[src/rtl/fib_chk_pkg.sv]
// Shared definitions for the Fibonacci stream checker.
//   fib_state_e : checker FSM states (SYNC0 -> SYNC1 -> CHECK)
//   DEF_*       : default parameter values used by the top and the counters
//   ERR_CNT_W   : fixed width of the mismatch counter output
//   MISS_W      : width of the consecutive-miss run register (MAX_MISS <= 15)
package fib_chk_pkg;

  typedef enum logic [1:0] {
    SYNC0 = 2'd0,
    SYNC1 = 2'd1,
    CHECK = 2'd2
  } fib_state_e;

  localparam int DEF_DATA_W   = 8;
  localparam int DEF_CNT_W    = 16;
  localparam int DEF_MAX_MISS = 3;
  localparam int ERR_CNT_W    = 8;
  localparam int MISS_W       = 4;

endpackage

[src/rtl/sat_counter.sv]
// Saturating up-counter shared by the match and mismatch counters.
// Ports:
//   clk   : clock, rising edge
//   rst   : asynchronous active-high clear
//   inc_i : increment request for this cycle
//   cnt_o : current count, holds at all-ones instead of wrapping
module sat_counter
  import fib_chk_pkg::*;
#(
  parameter int WIDTH = DEF_CNT_W
) (
  input  logic             clk,
  input  logic             rst,
  input  logic             inc_i,
  output logic [WIDTH-1:0] cnt_o
);

  logic [WIDTH-1:0] cnt_q;
  logic [WIDTH-1:0] cnt_d;

  function automatic logic [WIDTH-1:0] sat_inc(input logic [WIDTH-1:0] v);
    return (&v) ? v : v + WIDTH'(1);
  endfunction

  always_comb begin
    cnt_d = cnt_q;
    if (inc_i) cnt_d = sat_inc(cnt_q);
  end

  always_ff @(posedge clk or posedge rst) begin
    if (rst) cnt_q <= '0;
    else     cnt_q <= cnt_d;
  end

  assign cnt_o = cnt_q;

endmodule

[config.mk]
export PLATFORM = sky130hd
export DESIGN_NAME = sat_counter
export DESIGN_NICKNAME = d
export VERILOG_FILES = /design/src/rtl/fib_chk_pkg.sv /design/src/rtl/sat_counter.sv
export SDC_FILE = /design/constraint.sdc
export NUM_CORES = 1
export LEC_CHECK = 0
export CAP_MARGIN = 20
export CORE_MARGIN = 3
export CORE_UTILIZATION = 45
export CTS_CLUSTER_SIZE = 40
export DETAILED_ROUTE_END_ITERATION = 7
export PLACE_DENSITY = 0.82
export REMOVE_ABC_BUFFERS = 1
export SLEW_MARGIN = 15
export SYNTH_ARGS = -nofsm -noshare
export SYNTH_HDL_FRONTEND = slang
export SYNTH_SLANG_ARGS = --single-unit
[constraint.sdc]
create_clock -name clk -period 3.5 [get_ports clk]
set_input_delay 0.525 -clock clk [delete_from_list [all_inputs] [get_ports clk]]
set_output_delay 0.525 -clock clk [all_outputs]
set_load 0.01 [all_outputs]
# Yosys cells after proc, flatten, opt, wreduce, memory -nomap -nowiden
# Cells that the tools add are included.
[word_totals]
ff_bits = 16
[op_classes]
add_sub_neg = 1
bitwise_logic = 1
reduce_logical = 2
[op_table]
columns = ["cell", "n"]
rows = [
  ["$add 16x1->16 const B", 1],
  ["$reduce_and 16->1", 1],
  ["$reduce_and 2->1", 1],
  ["$not 1->1", 1],
]

# Longest topological paths before layout
[logic_depth]
depth_word = 3
mapped_depth = 6
depth_no_buf = 5

# Least setup slack after synthesis
# No wires, ideal clock.
[synth_path]
kind = "reg2reg"
start = "reg cnt_q[0], in the netlist cnt_o[0]"
end = "reg cnt_q[1], in the netlist cnt_o[1]"
setup_time_ns = 0.125
arrival_ns = 1.840
t_required_ns = 3.375
slack_ns = 1.535
stages_incl_launch_ff = 7
n_path_buf = 1
cell_sequence = "dfrtp_1 -> ha_1 -> nand4_2 -> or4_1 -> buf_6 -> nand2_4 -> mux2_4"
[synth_via]
elab_chain_cells = 3
word_cells_on_any_way = 4
[synth_lines]
columns = ["element", "line_no", "text"]
rows = [
  ["from (decl)", "sat_counter.sv:18", "logic [WIDTH-1:0] cnt_q;"],
  ["from (signal assigned)", "sat_counter.sv:32", "else cnt_q <= cnt_d;"],
  ["branches (longest 3 deep; another with $add 16x1->16)", "n/a", ""],
]
# Parallel ways; which one is timed is not known.
# A chain may end at the register's enable or synchronous reset.

# Final worst setup path
# Same ends and word-level chain as after synthesis.

==> results.sh <==
export IMPL_async_flop_share_pct=100
export IMPL_yosys_register_bits=16
export IMPL_worstSetupEndpointType="flop"
export IMPL_dpl_hpwl_mm=1.21
export IMPL_htree_levels=1
export IMPL_worstMarginPinSlew_ns=0.615
export IMPL_synth_xor_area_share_pct=15.4
export IMPL_path_delay_family="simple AND/OR/NAND/NOR gates"
export IMPL_postCtsSetupBuffers=0
export IMPL_multiInputGateArea_um2=379
export IMPL_synth_top_family_by_area="simple AND/OR/NAND/NOR gates"
export IMPL_synth_cell_types=24
export IMPL_status="complete, no violations"
export IMPL_critPathLaunchType="flop"
export IMPL_setup_violations=0
export IMPL_die_area_mm2=0.00232
export IMPL_port_buffers=18
export IMPL_combPwrFrac_pct=33.4
export IMPL_clock_latency_ns=0.29
export IMPL_drtIter0Drc=15
export IMPL_p_int_uw=380
export IMPL_drive_gt1_share_pct=7.53
export IMPL_nFillCells=134
export IMPL_antenna_cells=0
export IMPL_grt_pass1_vias=608
export IMPL_hp_class="reg -> reg"
export IMPL_cts_buffers=3
export IMPL_p_seq_share_pct=49.6
export IMPL_start_util_pct=50.1
export IMPL_max_freq_ghz=0.470
export IMPL_nets=99
export IMPL_synth_area_leaders="dfrtp_1 (50%), xnor2_1 (11%), nand3_1 (5.6%)"
export IMPL_synth_most_common_cell="dfrtp_1"
export IMPL_regArea_um2=400
export IMPL_synth_top_cell_by_area="dfrtp_1"
export IMPL_worst_setup_path_type="reg -> reg"
export IMPL_cts_root_buffer_cell="clkbuf_4"
export IMPL_ioPinCount=19
export IMPL_vias=639
export IMPL_critPathMaxFanout=8
export IMPL_synthesis_area_um2=798
export IMPL_final_antenna_net_count=0
export IMPL_switching_share_pct=32.7
export IMPL_grt_max_degree=17
export IMPL_synth_edf_count=0
export IMPL_hold_viol=0
export IMPL_wire_per_inst_um=13.7
export IMPL_ir_worst_vdd_mv=0.352
export IMPL_worst_slack_ns=1.37
export IMPL_arrival_ns=2.31
export IMPL_place_gp_congestion=0.815
export IMPL_finalCritPeriodShare_pct=60.7
export IMPL_ys_flop_type="dfrtp_1"
export IMPL_drv_slew=0
export IMPL_clkSlewWorstSetupHoldPaths_ns=0.09
export IMPL_largest_reg_flops=16
export IMPL_grt_overflow=0
export IMPL_critical_path_slowest_cell="or4_1"
export IMPL_finalWirelength_mm=1.60
export IMPL_total_leakage_power_uw=0.000416
export IMPL_maxCapViolCount=0
export IMPL_skew_ns=0.00894
export IMPL_vias_per_cell=5.46
export IMPL_worstPathRequired_ns=3.68
export IMPL_synth_compound_area_share_pct=1.72
export IMPL_antenna_found_initial=0
export IMPL_yosysTopAreaCellShare_pct=50.2
export IMPL_synthTopCellsByCount="dfrtp_1 (16), xnor2_1 (10), nand3_1 (9)"
export IMPL_rsz0062_at_grt="false"
export IMPL_hold_buffers=0
export IMPL_die_h_um=48.1
export IMPL_yosys_mux_area_fraction_pct=3.29
export IMPL_cts_resized_gates=0
export IMPL_clock_sinks=16
export IMPL_power_density_mw_per_mm2=554
export IMPL_coreArea_mm2=0.00159
export IMPL_first_pass_iters=4
export IMPL_setup_tns_ns=0
export IMPL_yosysSeqAreaShare_pct=50.2
export IMPL_synthSimpleGateAreaFrac_pct=25.5
export IMPL_cts_tree="done"
export IMPL_track_usage_pct=16.9
export IMPL_grt_first_pass_wirelength_mm=2.71
export IMPL_drc=0
export IMPL_relSlewSlack_pct=59.0
export IMPL_critical_path_max_stage_delay_ns=0.73
export IMPL_synthCells=73
export IMPL_min_period_ns=2.13
export IMPL_synth_warnings=0
export IMPL_p_switching_uw=185
export IMPL_p_clk_share_pct=17.1
export IMPL_clockBufferDepth=2
export IMPL_rows=14
export IMPL_avgSynthCellArea_um2=10.9
export IMPL_crit_buf_inv=0
export IMPL_synth_fa_ha_area_share_pct=1.57
export IMPL_path_cells="ha_1 > nand4_2 > or4_1 > nand2_4 > mux2_4"
export IMPL_die_w_um=48.1
export IMPL_pre_cts_ws_ns=1.27
export IMPL_syn_to_final_growth_pct=27.7
[worst reg2reg max path, cell delays in order, from the launching register on]
cell and delay, ns:
dfrtp_1 0.43, ha_1 0.26, nand4_2 0.15, or4_1 0.73
nand2_4 0.15, mux2_4 0.30
[logic make-up (layout without fill, tap and decap cells)]
kind of cell	after synthesis	count (layout)
DFF	16	16
muxes	2	2
AOI/OAI and AO/OA	2	2
adders and majority gates	1	1
xor gates and xnor gates	14	14
and+or+nand+nor	35	35
buffers and inverters	3	23
[area by class of cell]
type	instances	area share, %
multi-input combinational	54	37.2
inverter	2	0.736
sequential	16	39.3
tap	24	2.94
timing repair buffer	18	17.7
clock buffer	3	2.21
[routing by layer]
| metal | track usage [%] | up-vias | part of all wire (%) | routed length (µm) |
|---|---|---|---|---|
| met5 | 0 | - | 0 | 0 |
| met4 | 3.23 | 0 | 0.50 | 8 |
| met3 | 7.75 | 3 | 6.3 | 101 |
| met2 | 25.3 | 16 | 47 | 748 |
| met1 | 22.7 | 315 | 47 | 746 |
| li1 | - | 305 | - | - |
[power by group through the flow]
stage	registers [µW]	logic (µW)	clock network, µW
6_report	280	189	96.4
5_1_grt	288	206	108
4_1_cts	279	192	98.5
3_5_place_dp	284	191	0
3_3_place_gp	280	189	0
2_1_floorplan	291	81.9	0
[path summary, 6_finish.rpt]
kind / from / end / slack, ns / cells after the start
setup reg to reg: cnt_o[0] / cnt_o[1] / 1.37 / 5
hold reg to reg: cnt_o[15] / cnt_o[15] / 0.51 / 1
hold / removal: cnt_o[15] / cnt_o[15] / 0.51 / 1
setup / recovery: cnt_o[0] / cnt_o[1] / 1.37 / 5
min in group asynchronous: rst / cnt_o[6] / 0.61 / 2
max in group asynchronous: rst / cnt_o[15] / 2.49 / 2
[cells in the final DEF, fill, tap and decap left out]
cell type and instances:
nand2_4 1, and3_1 1, clkdlybuf4s50_1 18, nor3_1 1, and2_1 1, or4_1 2
o2111ai_1 1, inv_1 2, or2_1 1, nor2_1 4, xnor2_1 10, clkbuf_4 3
nand3b_1 1, nor4_1 3, mux2_2 1, dfrtp_1 16, xor2_1 4, mux2_4 1
o21ai_0 1, nand4b_1 1, nand3_1 9, nand2_1 4, ha_1 1, nand4_2 1
nand4_1 5
[metrics by stage]
| stage | utilization (%) | hold WS (ns) | cell area, µm² | instances | power [µW] |
|---|---|---|---|---|---|
| final | 64.0 | 0.509 | 1020 | 117 | 565 |
| after global routing | 64.0 | 0.548 | 1020 | 117 | 602 |
| after CTS | 64.0 | 0.515 | 1020 | 117 | 570 |
| after detailed placement | 62.6 | 0.504 | 997 | 114 | 475 |
| after global placement | 62.6 | 0.484 | 997 | 114 | 469 |
| after floorplan | - | 0.439 | 787 | 72 | 373 |
No activity file was read; power rests on OpenSTA's default activity.
